==> src/rtl/vdp_dram_bridge.sv <==
// Bridge from the VDP byte-wide VRAM port to the 128-bit DDR3 user bus.
// One request outstanding at a time; an optional one-line read cache short-cuts repeat reads.
module vdp_dram_bridge #(
  parameter int unsigned CACHE_EN       = 1,
  parameter int unsigned TIMEOUT_CYCLES = 255
) (
  input  logic         clk,
  input  logic         reset,
  input  logic         sdram_init_busy,
  input  logic [16:0]  vdp_address,
  input  logic         vdp_write,
  input  logic         vdp_valid,
  output logic         vdp_ready,
  input  logic [7:0]   vdp_wdata,
  output logic [7:0]   vdp_rdata,
  output logic         vdp_rdata_en,
  output logic [16:0]  dram_address,
  output logic         dram_write,
  output logic         dram_valid,
  input  logic         dram_ready,
  output logic [127:0] dram_wdata,
  output logic [15:0]  dram_wdata_mask,
  input  logic [127:0] dram_rdata,
  input  logic         dram_rdata_en
);

  typedef enum logic [2:0] {StIdle, StHit, StReq, StWaitRd, StDone} state_e;

  localparam logic [7:0] TimeoutLast = 8'(TIMEOUT_CYCLES - 1);

  state_e         state_q, state_d;
  logic           ready_q, ready_d;
  logic [7:0]     rdata_q, rdata_d;
  logic           rdata_en_q, rdata_en_d;
  logic           dvalid_q, dvalid_d;
  logic           dwrite_q, dwrite_d;
  logic [16:0]    daddr_q, daddr_d;
  logic [127:0]   dwdata_q, dwdata_d;
  logic [15:0]    dmask_q, dmask_d;
  logic [12:0]    tag_q, tag_d;
  logic [3:0]     idx_q, idx_d;
  logic [7:0]     cnt_q, cnt_d;
  logic [127:0]   cache_line_q, cache_line_d;
  logic [12:0]    cache_tag_q, cache_tag_d;
  logic           cache_valid_q, cache_valid_d;

  logic accept;
  logic tag_match;

  assign accept    = vdp_valid && ready_q;
  assign tag_match = cache_valid_q && (cache_tag_q == vdp_address[16:4]);

  always_comb begin
    state_d       = state_q;
    rdata_d       = rdata_q;
    rdata_en_d    = 1'b0;
    dvalid_d      = dvalid_q;
    dwrite_d      = dwrite_q;
    daddr_d       = daddr_q;
    dwdata_d      = dwdata_q;
    dmask_d       = dmask_q;
    tag_d         = tag_q;
    idx_d         = idx_q;
    cnt_d         = cnt_q;
    cache_line_d  = cache_line_q;
    cache_tag_d   = cache_tag_q;
    cache_valid_d = cache_valid_q;

    unique case (state_q)
      StIdle: begin
        if (accept) begin
          tag_d = vdp_address[16:4];
          idx_d = vdp_address[3:0];
          if (vdp_write) begin
            state_d  = StReq;
            dvalid_d = 1'b1;
            dwrite_d = 1'b1;
            daddr_d  = {vdp_address[16:4], 4'h0};
            dwdata_d = {16{vdp_wdata}};
            dmask_d  = ~(16'h0001 << vdp_address[3:0]);
            // Write-through keeps the cached line coherent with DRAM.
            if (tag_match) begin
              cache_line_d[{vdp_address[3:0], 3'b000} +: 8] = vdp_wdata;
            end
          end else if ((CACHE_EN != 0) && tag_match) begin
            // Strobe is registered so it appears while the FSM sits in StHit.
            state_d    = StHit;
            rdata_d    = cache_line_q[{vdp_address[3:0], 3'b000} +: 8];
            rdata_en_d = 1'b1;
          end else begin
            state_d  = StReq;
            dvalid_d = 1'b1;
            dwrite_d = 1'b0;
            daddr_d  = {vdp_address[16:4], 4'h0};
            dmask_d  = 16'hFFFF;
          end
        end
      end
      StHit: state_d = StIdle;
      StReq: begin
        if (dram_ready) begin
          dvalid_d = 1'b0;
          cnt_d    = 8'd0;
          state_d  = dwrite_q ? StIdle : StWaitRd;
        end
      end
      StWaitRd: begin
        // Data arriving on the timeout cycle takes priority.
        if (dram_rdata_en) begin
          rdata_d    = dram_rdata[{idx_q, 3'b000} +: 8];
          rdata_en_d = 1'b1;
          state_d    = StDone;
          if (CACHE_EN != 0) begin
            cache_line_d  = dram_rdata;
            cache_tag_d   = tag_q;
            cache_valid_d = 1'b1;
          end
        end else if (cnt_q == TimeoutLast) begin
          cache_valid_d = 1'b0;
          rdata_d       = 8'hFF;
          rdata_en_d    = 1'b1;
          state_d       = StDone;
        end else begin
          cnt_d = cnt_q + 8'd1;
        end
      end
      StDone:  state_d = StIdle;
      default: state_d = StIdle;
    endcase

    if (sdram_init_busy) begin
      cache_valid_d = 1'b0;
    end

    ready_d = (state_d == StIdle) && !sdram_init_busy;
  end

  always_ff @(posedge clk or posedge reset) begin
    if (reset) begin
      state_q       <= StIdle;
      ready_q       <= 1'b0;
      rdata_q       <= 8'h00;
      rdata_en_q    <= 1'b0;
      dvalid_q      <= 1'b0;
      dwrite_q      <= 1'b0;
      daddr_q       <= 17'h0;
      dwdata_q      <= 128'h0;
      dmask_q       <= 16'hFFFF;
      tag_q         <= 13'h0;
      idx_q         <= 4'h0;
      cnt_q         <= 8'h0;
      cache_line_q  <= 128'h0;
      cache_tag_q   <= 13'h0;
      cache_valid_q <= 1'b0;
    end else begin
      state_q       <= state_d;
      ready_q       <= ready_d;
      rdata_q       <= rdata_d;
      rdata_en_q    <= rdata_en_d;
      dvalid_q      <= dvalid_d;
      dwrite_q      <= dwrite_d;
      daddr_q       <= daddr_d;
      dwdata_q      <= dwdata_d;
      dmask_q       <= dmask_d;
      tag_q         <= tag_d;
      idx_q         <= idx_d;
      cnt_q         <= cnt_d;
      cache_line_q  <= cache_line_d;
      cache_tag_q   <= cache_tag_d;
      cache_valid_q <= cache_valid_d;
    end
  end

  assign vdp_ready       = ready_q;
  assign vdp_rdata       = rdata_q;
  assign vdp_rdata_en    = rdata_en_q;
  assign dram_address    = daddr_q;
  assign dram_write      = dwrite_q;
  assign dram_valid      = dvalid_q;
  assign dram_wdata      = dwdata_q;
  assign dram_wdata_mask = dmask_q;

endmodule
==> config.mk <==
export PLATFORM = sky130hd
export DESIGN_NAME = vdp_dram_bridge
export DESIGN_NICKNAME = d
export VERILOG_FILES = /design/src/rtl/vdp_dram_bridge.sv
export SDC_FILE = /design/constraint.sdc
export NUM_CORES = 1
export LEC_CHECK = 0
export ABC_AREA = 1
export CAP_MARGIN = 20
export CELL_PAD_IN_SITES_DETAIL_PLACEMENT = 0
export CELL_PAD_IN_SITES_GLOBAL_PLACEMENT = 1
export CORE_UTILIZATION = 37
export DETAILED_ROUTE_END_ITERATION = 6
export PLACE_DENSITY_LB_ADDON = 0.25
export SLEW_MARGIN = 20
export SYNTH_ARGS = -nofsm -noshare
export SYNTH_HDL_FRONTEND = slang
export SYNTH_SLANG_ARGS = --single-unit
==> constraint.sdc <==
create_clock -name clk -period 9.8 [get_ports clk]
set_clock_uncertainty 0.1 [all_clocks]
set_input_delay 2.94 -clock clk [delete_from_list [all_inputs] [get_ports clk]]
set_output_delay 2.94 -clock clk [all_outputs]
set_load 0.01 [all_outputs]
Word-level counts from Yosys, hierarchy flattened

Index checks and enable logic that the tools add are counted.

Memories kept: 0
Memory bits (writable): 0
ROM bits: 0
Output and inout bits: 173
Word-level logic and storage cells: 103
Latch bits: 0
Register bits after elaboration: 343

Divide/modulo/power cells: 0
Eq/ne operators: 15
Reduce and logical (&&, ||, !) cells: 20
Multiplexer cells: 45
Bitwise logic cells: 1
Shift-type cells: 5
$mul: 0
Add/sub/neg operators: 2
Order comparisons: 0

Operators by type and width:

| operator                                                                | count |
|---|---|
| 128-bit two-way mux                                                     | 4 |
| 128-bit case mux with 2 select lines                                    | 1 |
| 128-bit by 8-bit variable part select with 8-bit output                 | 2 |
| 128-bit bitwise mux                                                     | 1 |
| 8-bit by 9-bit variable shift with 128-bit output, first input constant | 1 |
| 8-bit by 9-bit variable part select with 128-bit output                 | 1 |
| 8-bit two-way mux                                                       | 8 |
| 17-bit two-way mux                                                      | 2 |
| 16-bit two-way mux                                                      | 2 |
| 8-bit case mux with 2 select lines                                      | 2 |
| 2-bit != test, second input constant                                    | 9 |
| 16-bit inverter                                                         | 1 |
| 1-bit by 4-bit left shift with 16-bit output, first input constant      | 1 |
| 1-bit two-way mux                                                       | 15 |
| 13-bit equality test                                                    | 1 |
| 3-bit two-way mux                                                       | 4 |
| 5-bit AND reduction                                                     | 2 |
| 7-bit negator with 9-bit output                                         | 1 |
| 3-bit case mux with 3 select lines                                      | 1 |
| 8-bit by 1-bit adder with 8-bit output, second input constant           | 1 |
| 8-bit equality test, second input constant                              | 1 |
| 4-bit AND reduction                                                     | 2 |
| 2-bit nonzero test                                                      | 4 |
| 3-bit by 2-bit equality test with 1-bit output, second input constant   | 2 |
| other kinds (9)                                                         | 19 |

Longest topological paths before layout

Depth in word-level cells: 8
Mapped depth: 14
Depth with buffers taken out: 11

Worst setup path after synthesis

OpenSTA, ideal clock, no wires.

Path kind: input to register
From: input port vdp_address[0]
To: register cache_line_q[48]
Slack: 4.394 ns
Data arrival time: 5.189 ns
Required time: 9.583 ns
Cell stages on the path: 12
Cells stage by stage: clkinv_1 -> buf_2 -> buf_1 -> ha_1 -> ha_1 -> inv_1 -> buf_2 -> nand3_1 -> o21ai_2 -> nand3_4 -> nand2_1 -> nand2_1

Cells in the longest elaborated chain, start to end: 7
Elaborated cells on any way between the ends: 8

RTL lines:

| element                                                                                                                             | line | RTL |
|---|---|---|
| from (decl)                                                                                                                         | 10   | `input logic [16:0] vdp_address,` |
| 7-bit negator with 9-bit output (*)                                                                                                 | 83   | `cache_line_d[{vdp_address[3:0], 3'b000} +: 8] = vdp_wdata;` |
| 8-bit by 9-bit variable part select with 128-bit output / 8-bit by 9-bit variable shift with 128-bit output (equally long branches) | 83   |  |
| 128-bit bitwise mux (*)                                                                                                             | 83   |  |
| 128-bit two-way mux (*)                                                                                                             | 82   | `if (tag_match) begin` |
| 128-bit two-way mux (*)                                                                                                             | 74   | `if (vdp_write) begin` |
| 128-bit two-way mux (*)                                                                                                             | 71   | `if (accept) begin` |
| 128-bit case mux with 2 select lines (*)                                                                                            | 69   | `unique case (state_q)` |
| to (signal assigned)                                                                                                                | 168  | `cache_line_q <= cache_line_d;` |
| to (decl)                                                                                                                           | 43   | `logic [127:0] cache_line_q, cache_line_d;` |

Mark *: on every way between the ends. The rest lies on a longest branch, timed or not. The select of a mux whose other input is x is not followed.
A chain may end at the register's enable or synchronous reset.

Worst setup path in the final report

From: input port vdp_address[2]
To: register cache_line_q[108]

Same word-level chain as after synthesis.

==> metrics.cfg <==
[place]
gp_congestion=1.06
numPortBuffers=328
hpwl_mm=51.4

[route]
wl_per_cell_um=24.0
drtIter0Drc=2075
drt.antenna.violating_nets=0
drt_wl_total_mm=68.3
via_count=15900
drt_pass1_iterations=6
via_per_inst=5.59
drc=0

[sta]
grt_setup_unrepaired=false
fmax_ghz=0.149
period_minus_slack_ns=6.72
hold_ws_ns=0.364
hold_viol_final=0
slew_headroom_pct=27.6
worst_pin_slew_ns=1.09
maxSlewViolCount=0
timing.setup.tns_ns=0
fin_crit_sh_pct=68.5
setup_viol=0

[cts]
cts_tree=built
holdBufCountCts=0
cts_setup_buffers=0
cts_sinks=219
cts.path.max_buffers=3
root_buffer=clkbuf_16
clk_pin_slew_ns=0.06
cts_max_level=1
cts_inserted_buffers=27
clkLatencyLatePin_ns=0.57
ctsResizeCount=0

[synthesis]
synth_area_um2=15000
yosysSeqAreaShare_pct=36.7
async_flop_share_pct=100
yosys_warnings=0
synth_area_per_cell_um2=6.92
ys_types=40
ys_dominant_reg_cell=dfrtp_1
synth-edff-count=0
ys_ff_latch=219
synth_cells=2164

[global_routing]
grt_pass1_wl_mm=99.0
grt_overflow_total=0
antenna_found_initial=1
grt_max_degree=136
gr-usage-all-layers_pct=32.5
grt_pass1_vias=14900

[worst_setup_path]
start_kind=input port
r2r_setup_slack_ns=6.02
r2r_end=cache_line_q[30]
critPathMaxFanout=28
crit_type=input port to flop
worstPathRequired_ns=10.12
endpoint_kind=flop
rr_worst_depth=8
critPathArrivalTime_ns=7.04
setup.worst_path.start=vdp_address[2]
worstReg2RegStart=state_q[0]

[hold_path]
hold_end=cache_line_q[32]
min_path_type=flop to flop
min_path_cells=2
hold_start=cache_line_q[32]

[status]
outcome=finished clean

[floorplan]
initial_core_util_pct=37.6
die_area_um2=41300
dieWidth_um=203
dieHeight_um=203
io_pins=333
core_um2=39800
num_rows=73

[layout]
layout.cells.most_common=nand2_1
layout_common_cells=nand2_1 (680), clkdlybuf4s50_1 (327), o21ai_0 (245)
num-fill-cells=4252
nets=2464
finish.utilization_pct=46.4
drive_gt1_share_pct=6.52
area_growth_pct=23.3

[run]
drv_cap=0

[pwr]
max-vdd-ir-drop_mv=0.198
leakagePower_nw=8.38
powerDensity_nw_per_um2=244

## per-layer routing
metal  track usage (%)  share of wire [%]
met5                 0                  0
met4              11.4                3.9
met3              6.22                9.4
met2              48.8                 43
met1              46.3                 43
## through the flow
stage | worst slack, ns | cells | power (W) | instance area [um^2]
after global routing | 2.91 | 2841 | 0.00471 | 18500
after detailed placement | 2.72 | 2792 | 0.00348 | 17600
final | 3.08 | 2842 | 0.00450 | 18500
after global placement | 2.76 | 2792 | 0.00346 | 17600
after floorplan | 0.794 | 2167 | 0.00266 | 15000
after CTS | 3.29 | 2841 | 0.00449 | 18500
## Yosys cell counts, drive strengths merged, types with 16 or more instances
| cell type | count | area [um^2] |
|---|---|---|
| buf | 193 | 1320 |
| inv | 112 | 423 |
| nor2 | 200 | 792 |
| o21ai | 262 | 1360 |
| clkbuf | 52 | 195 |
| dfstp | 16 | 420 |
| nand4 | 139 | 882 |
| o211ai | 32 | 240 |
| nand3 | 163 | 991 |
| nand2 | 699 | 2680 |
| dfrtp | 203 | 5080 |
| a21oi | 32 | 164 |
## cell families after synthesis
| group | Yosys count | synth area share (%) |
|---|---|---|
| simple gates | 1213 | 36.1 |
| buf+inv | 364 | 13.1 |
| compound gates | 354 | 13.1 |
| flops | 219 | 36.7 |
| fa+ha+maj | 8 | 0.668 |
| xor+xnor | 5 | 0.292 |
| other cells | 1 | 0.0250 |
## where the power goes
part           leakage (nW)  switching [W]  internal (W)
Clock                 0.441       0.000411      0.000594
Combinational          5.06        0.00133      0.000878
Sequential             2.88       0.000178       0.00111
## how the worst max path moves through the flow
stage | end | depth (start not counted)
CTS | cache_line_q[122] | 12
detailed placement | cache_line_q[125] | 12
finish | cache_line_q[108] | 12
global placement | cache_line_q[123] | 12
floorplan | cache_line_q[0] | 1
global route | cache_line_q[111] | 12
## critical path, stage by stage
cell	delay, ns
clkdlybuf4s50_1	0.46
buf_4	0.36
clkinv_1	0.69
ha_1	0.72
inv_1	0.39
nand2_1	0.16
nor2_1	0.19
nand2_1	0.33
nand2_2	0.32
nand3_2	0.23
nand2_1	0.14
nand2_1	0.06
## flip-flops by register name (all words and copies together) (netlist names)
register,flops
vdp_rdata_en,1
vdp_rdata,8
cache_tag_q,13
dram_valid,1
dram_write,1
cache_line_q,128
dram_wdata,8
cnt_q,8
dram_address,13
vdp_ready,1
cache_valid_q,1
tag_q,13
state_q,3
dram_wdata_mask,16
idx_q,4
## layout make-up
cell class	instances	area (um^2)	share of cell area, %
Multi-Input combinational cell	1584	7530	40.8
Clock buffer	44	860	4.66
Sequential cell	219	5500	29.8
Clock inverter	5	27.5	0.149
Tap cell	525	657	3.56
Antenna cell	1	2.50	0.0136
Inverter	119	458	2.48
Timing Repair Buffer	345	3430	18.6
No activity file was read; power rests on OpenSTA's default activity.
